<file path="src/rtl/fa_bist_ctrl_if.sv">
// Handshake bundle between the full-adder BIST controller and the adder under test.
interface fa_bist_ctrl_if #(
  parameter int unsigned ERR_W = 4
);
  logic             start;
  logic             dut_sum;
  logic             dut_c_out;
  logic             a;
  logic             b;
  logic             c_in;
  logic             busy;
  logic             done;
  logic             pass;
  logic [ERR_W-1:0] err_count;
  logic             first_err_valid;
  logic [2:0]       first_err_vec;

  // Controller side: drives the vector and the result flags.
  modport master (
    input  start,
    input  dut_sum,
    input  dut_c_out,
    output a,
    output b,
    output c_in,
    output busy,
    output done,
    output pass,
    output err_count,
    output first_err_valid,
    output first_err_vec
  );

  // Requester / adder side: issues start and returns the adder response.
  modport slave (
    output start,
    output dut_sum,
    output dut_c_out,
    input  a,
    input  b,
    input  c_in,
    input  busy,
    input  done,
    input  pass,
    input  err_count,
    input  first_err_valid,
    input  first_err_vec
  );
endinterface

</file>
<file path="src/rtl/fa_bist_ctrl.sv">
// Self-test controller for a 1-bit full adder: walks vectors 0..7, checks each response
// against a golden model and reports pass/fail, a saturating error count and the first
// failing vector.
module fa_bist_ctrl #(
  parameter int unsigned SETTLE_CYCLES = 1,
  parameter int unsigned ERR_W         = 4
) (
  input  logic          clk,
  input  logic          rst,
  fa_bist_ctrl_if.master bus
);

  localparam int unsigned CntW = (SETTLE_CYCLES > 1) ? $clog2(SETTLE_CYCLES) : 1;
  localparam logic [CntW-1:0] CntLast = CntW'(SETTLE_CYCLES - 1);

  typedef enum logic [1:0] {StIdle, StSettle, StCheck, StDone} state_e;

  state_e           state_q, state_d;
  logic [2:0]       vec_q, vec_d;
  logic [CntW-1:0]  cnt_q, cnt_d;
  logic             busy_q, busy_d;
  logic             done_q, done_d;
  logic             pass_q, pass_d;
  logic [ERR_W-1:0] err_q, err_d;
  logic             fvalid_q, fvalid_d;
  logic [2:0]       fvec_q, fvec_d;

  logic exp_sum, exp_c_out, mismatch;

  // Golden full-adder response for the vector currently driven.
  always_comb begin
    exp_sum   = ^vec_q;
    exp_c_out = (vec_q[2] & vec_q[1]) | (vec_q[2] & vec_q[0]) | (vec_q[1] & vec_q[0]);
    mismatch  = (bus.dut_sum != exp_sum) || (bus.dut_c_out != exp_c_out);
  end

  // Next-state and result update; the adder response is captured on the edge that ends CHECK.
  always_comb begin
    state_d  = state_q;
    vec_d    = vec_q;
    cnt_d    = cnt_q;
    busy_d   = busy_q;
    done_d   = done_q;
    pass_d   = pass_q;
    err_d    = err_q;
    fvalid_d = fvalid_q;
    fvec_d   = fvec_q;
    unique case (state_q)
      StIdle, StDone: begin
        if (bus.start) begin
          state_d  = StSettle;
          vec_d    = 3'd0;
          cnt_d    = '0;
          busy_d   = 1'b1;
          done_d   = 1'b0;
          pass_d   = 1'b0;
          err_d    = '0;
          fvalid_d = 1'b0;
          fvec_d   = 3'd0;
        end
      end
      StSettle: begin
        if (cnt_q == CntLast) begin
          cnt_d   = '0;
          state_d = StCheck;
        end else begin
          cnt_d = cnt_q + 1'b1;
        end
      end
      StCheck: begin
        if (mismatch) begin
          if (err_q != {ERR_W{1'b1}}) begin
            err_d = err_q + 1'b1;
          end
          if (!fvalid_q) begin
            fvalid_d = 1'b1;
            fvec_d   = vec_q;
          end
        end
        if (vec_q == 3'd7) begin
          state_d = StDone;
          busy_d  = 1'b0;
          done_d  = 1'b1;
          pass_d  = (err_d == '0);
        end else begin
          vec_d   = vec_q + 3'd1;
          state_d = StSettle;
        end
      end
      default: state_d = StIdle;
    endcase
  end

  // State and result registers, cleared asynchronously.
  always_ff @(posedge clk or posedge rst) begin
    if (rst) begin
      state_q  <= StIdle;
      vec_q    <= 3'd0;
      cnt_q    <= '0;
      busy_q   <= 1'b0;
      done_q   <= 1'b0;
      pass_q   <= 1'b0;
      err_q    <= '0;
      fvalid_q <= 1'b0;
      fvec_q   <= 3'd0;
    end else begin
      state_q  <= state_d;
      vec_q    <= vec_d;
      cnt_q    <= cnt_d;
      busy_q   <= busy_d;
      done_q   <= done_d;
      pass_q   <= pass_d;
      err_q    <= err_d;
      fvalid_q <= fvalid_d;
      fvec_q   <= fvec_d;
    end
  end

  // All outputs come straight from registers.
  always_comb begin
    bus.a               = vec_q[2];
    bus.b               = vec_q[1];
    bus.c_in            = vec_q[0];
    bus.busy            = busy_q;
    bus.done            = done_q;
    bus.pass            = pass_q;
    bus.err_count       = err_q;
    bus.first_err_valid = fvalid_q;
    bus.first_err_vec   = fvec_q;
  end

endmodule
</file>
<file path="src/flat_wrapper.sv">
// flat-port wrapper written by rule: the top's interface ports become plain ports
module fa_bist_ctrl_flat 
#(
  parameter int unsigned SETTLE_CYCLES = 1,
  parameter int unsigned ERR_W         = 4
)
  (clk, rst, bus_start, bus_dut_sum, bus_dut_c_out, bus_a, bus_b, bus_c_in, bus_busy, bus_done, bus_pass, bus_err_count, bus_first_err_valid, bus_first_err_vec);
  fa_bist_ctrl_if #(.ERR_W(ERR_W)) bus_i ();
  input  logic clk;
  input  logic rst;
  input wire logic [$bits(bus_i.start)-1:0] bus_start;
  input wire logic [$bits(bus_i.dut_sum)-1:0] bus_dut_sum;
  input wire logic [$bits(bus_i.dut_c_out)-1:0] bus_dut_c_out;
  output wire logic [$bits(bus_i.a)-1:0] bus_a;
  output wire logic [$bits(bus_i.b)-1:0] bus_b;
  output wire logic [$bits(bus_i.c_in)-1:0] bus_c_in;
  output wire logic [$bits(bus_i.busy)-1:0] bus_busy;
  output wire logic [$bits(bus_i.done)-1:0] bus_done;
  output wire logic [$bits(bus_i.pass)-1:0] bus_pass;
  output wire logic [$bits(bus_i.err_count)-1:0] bus_err_count;
  output wire logic [$bits(bus_i.first_err_valid)-1:0] bus_first_err_valid;
  output wire logic [$bits(bus_i.first_err_vec)-1:0] bus_first_err_vec;
  assign bus_i.start = bus_start;
  assign bus_i.dut_sum = bus_dut_sum;
  assign bus_i.dut_c_out = bus_dut_c_out;
  assign bus_a = bus_i.a;
  assign bus_b = bus_i.b;
  assign bus_c_in = bus_i.c_in;
  assign bus_busy = bus_i.busy;
  assign bus_done = bus_i.done;
  assign bus_pass = bus_i.pass;
  assign bus_err_count = bus_i.err_count;
  assign bus_first_err_valid = bus_i.first_err_valid;
  assign bus_first_err_vec = bus_i.first_err_vec;
  fa_bist_ctrl #(.SETTLE_CYCLES(SETTLE_CYCLES), .ERR_W(ERR_W)) u_core (.clk(clk), .rst(rst), .bus(bus_i));
endmodule
</file>
<file path="config.mk">
export PLATFORM = sky130hd
export DESIGN_NAME = fa_bist_ctrl_flat
export DESIGN_NICKNAME = d
export VERILOG_FILES = /design/src/rtl/fa_bist_ctrl_if.sv /design/src/rtl/fa_bist_ctrl.sv /design/src/flat_wrapper.sv
export SDC_FILE = /design/constraint.sdc
export NUM_CORES = 1
export LEC_CHECK = 0
export CAP_MARGIN = 40
export CORE_MARGIN = 2
export CORE_UTILIZATION = 46
export DETAILED_ROUTE_END_ITERATION = 10
export GPL_TIMING_DRIVEN = 0
export PLACE_DENSITY = 0.72
export SYNTH_ARGS = -nofsm -noshare
export SYNTH_HDL_FRONTEND = slang
export SYNTH_SLANG_ARGS = --single-unit
</file>
<file path="constraint.sdc">
create_clock -name clk -period 2.4 [get_ports clk]
set_input_delay 0.48 -clock clk [delete_from_list [all_inputs] [get_ports clk]]
set_output_delay 0.48 -clock clk [all_outputs]
set_load 0.05 [all_outputs]
</file>
==> results.py <==
metrics = {
    "status": {
        "status": "finished, final reports clean",
    },
    "sta": {
        "setup_slack_ns": 0.216,
        "drv_slew": 0,
        "rsz0062_at_grt": "no",
        "worst_pin_slew_ns": 0.620,
        "timing.fmax_mhz": 458,
        "finalSetupTns_ns": 0,
        "setup_viol": 0,
        "finClkSkew_ns": 0.00578,
        "finalCriticalPeriod_ns": 2.18,
        "fin_crit_sh_pct": 91.0,
        "final_hold_viol_count": 0,
        "maxSlewHeadroom_pct": 58.6,
    },
    "cts": {
        "clk_pin_slew_worst_paths_ns": 0.10,
        "cts_made_buffers": 3,
        "tritoncts": "done",
        "clockBufferDepth": 2,
        "insertion_delay_ns": 0.29,
        "cts_resized": 0,
        "cts_hold_buf": 0,
        "clock_sinks": 16,
        "clk_root_buffer_cell": "clkbuf_4",
        "htree_levels": 1,
        "cts_setup_buffers": 0,
    },
    "global_routing": {
        "met1_usage_pct": 26.4,
        "antenna_found_initial": 0,
        "busiest_layer": "met2",
        "grt_max_degree": 17,
        "grt-ovfl-total": 0,
        "grt_use_total_pct": 19.0,
        "grt_pass1_wl_mm": 3.60,
        "grt_util_met3_pct": 4.17,
        "grt_pass1_vias": 775,
        "grt_util_met2_pct": 29.2,
    },
    "placed_design": {
        "port_buffers": 18,
        "place_hpwl_mm": 1.55,
        "gp_congestion": 0.759,
        "pre_cts_ws_ns": 0.234,
    },
    "synth": {
        "yosysMostFrequentCell": "dfrtp_1",
        "synth_edf_count": 0,
        "ys_warn_count": 0,
        "syn_area_um2": 987,
        "yosysTopAreaCell": "dfrtp_1",
        "ys_ff_latch": 16,
        "synthesis.nets": 115,
        "async_flop_share_pct": 100,
        "synth_top_area_share_pct": 40.6,
        "synthTopCellsByArea": "dfrtp_1 (41%), ha_1 (7.6%), mux2i_1 (5.1%)",
        "syn_area_per_cell_um2": 9.58,
        "synthCells": 103,
        "synth_ff_type": "dfrtp_1",
        "synth_cell_types": 35,
        "yosys-top-cells-count": "dfrtp_1 (16), a21oi_1 (9), inv_1 (7), nand2_1 (7), nor2_1 (7)",
        "ys_seq_area_share_pct": 40.6,
    },
    "worst_hold_path": {
        "holdPathStages": 1,
        "hold_path.class": "reg -> reg",
        "hold_end": "u_core.bus.busy",
        "min_from": "u_core.bus.busy",
    },
    "layout": {
        "syn2layout_area_growth_pct": 25.3,
        "final_nets": 138,
        "n_fill_cell": 188,
        "final_layout_size_suffix_gt1_share_pct": 8.00,
        "post-route-util_pct": 61.8,
        "num_antenna_cells": 0,
    },
    "route": {
        "routed_via_density": 5.62,
        "drt_iter0_drc": 15,
        "antenna_left": 0,
        "drc": 0,
        "wl_per_cell_um": 13.6,
        "dr.pass1.iters": 4,
        "num_vias": 854,
        "routed_wirelength_mm": 2.07,
    },
    "worst_setup_path": {
        "reg2reg_from": "u_core.vec_q[0]",
        "ff2ff_setup_slack_ns": 0.22,
        "cp.arrival_ns": 2.37,
        "required_ns": 2.59,
        "crit_fanout": 5,
        "crit_path_end_kind": "flip-flop",
        "startpoint_type": "flip-flop",
        "rr_endpoint": "u_core.bus.first_err_vec[2]",
        "worstRegToRegCells": 6,
        "setup.worst_path.start": "u_core.vec_q[0]",
        "critPathKind": "reg -> reg",
    },
    "floorplan": {
        "num_rows": 16,
        "die_area_mm2": 0.00253,
        "die_h_um": 50.3,
        "ios": 19,
        "core-area_mm2": 0.00200,
        "chipWidth_um": 50.3,
        "initial_utilization_pct": 49.3,
    },
    "run": {
        "drv_cap": 0,
    },
    "power": {
        "ir_drop_mv": 0.852,
        "p_per_area_mw_per_mm2": 1150,
        "leakagePower_uw": 0.000534,
        "p_total_uw": 1420,
    },
}
==> cells in the final DEF (no fill, tap or decap), types with 3 or more instances in the layout <==
cell              n
clkdlybuf4s50_1  18
o21ai_0           6
mux2i_1           5
dfrtp_1          16
clkbuf_4          3
inv_1             7
nand2_1           7
ha_1              6
nor2_1            7
a21oi_1           9
o22ai_1           5
==> metrics by stage <==
stage / hold WS (ns) / area (um2) / cells
2_1_floorplan: 0.394 / 987 / 103
3_3_place_gp: 0.471 / 1200 / 148
3_5_place_dp: 0.473 / 1200 / 148
4_1_cts: 0.498 / 1240 / 152
5_1_grt: 0.528 / 1240 / 152
6_report: 0.493 / 1240 / 152
==> power breakdown <==
group	internal, uW	switching (uW)
clock	92.4	92.1
sequential	327	65.1
combinational	312	530
==> per-layer routing <==
metal / vias to the layer above / part of all wire [%] / wire length, um
li1: 415 / - / -
met1: 417 / 48 / 1000
met2: 18 / 47 / 965
met3: 4 / 4.1 / 85
met4: 0 / 0.96 / 20
met5: - / 0 / 0
==> state kept, by name, summed over array words and instances (netlist names) <==
register                    flops
u_core.vec_q                    3
u_core.bus.busy                 1
u_core.bus.first_err_vec        3
u_core.bus.done                 1
u_core.bus.first_err_valid      1
u_core.bus.pass                 1
u_core.bus.err_count            4
u_core.state_q                  2
==> worst max-delay path, stage by stage (launching register included) <==
cell and delay (ns):
dfrtp_1 0.43, inv_1 0.12, fa_1 0.53, xor2_1 0.23, a21oi_1 0.41, o21ai_0 0.14
a32o_1 0.22
==> logic make-up (layout without fill, tap and decap cells) <==
family | after synthesis | in the layout | synth area share (%)
flip-flops | 16 | 16 | 40.6
buffers and inverters | 11 | 33 | 4.69
AO/OA/AOI/OAI | 32 | 32 | 21.7
AND/OR/NAND/NOR | 28 | 28 | 14.8
XOR/XNOR | 4 | 4 | 3.55
adder cells (fa/ha/maj) | 7 | 7 | 9.63
multiplexers | 5 | 5 | 5.07
==> worst max-delay path by stage <==
stage                             endpoint  cells after the start  slack [ns]
2_1_floorplan  u_core.bus.first_err_vec[2]                      6        0.07
3_3_place_gp   u_core.bus.first_err_vec[2]                      6        0.25
3_5_place_dp   u_core.bus.first_err_vec[2]                      6        0.23
4_1_cts        u_core.bus.first_err_vec[2]                      6        0.22
5_1_grt        u_core.bus.first_err_vec[2]                      6        0.09
6_report       u_core.bus.first_err_vec[2]                      6        0.22
==> cell type report <==
cell class | instances | area, um2 | share of cell area, %
Inverter | 8 | 30.0 | 2.43
Sequential cell | 16 | 400 | 32.4
Multi-Input combinational cell | 76 | 541 | 43.7
Clock buffer | 4 | 36.3 | 2.93
Buffer | 3 | 16.3 | 1.31
Tap cell | 27 | 33.8 | 2.73
Timing Repair Buffer | 18 | 180 | 14.6
Power figures use the tool's default switching activity.
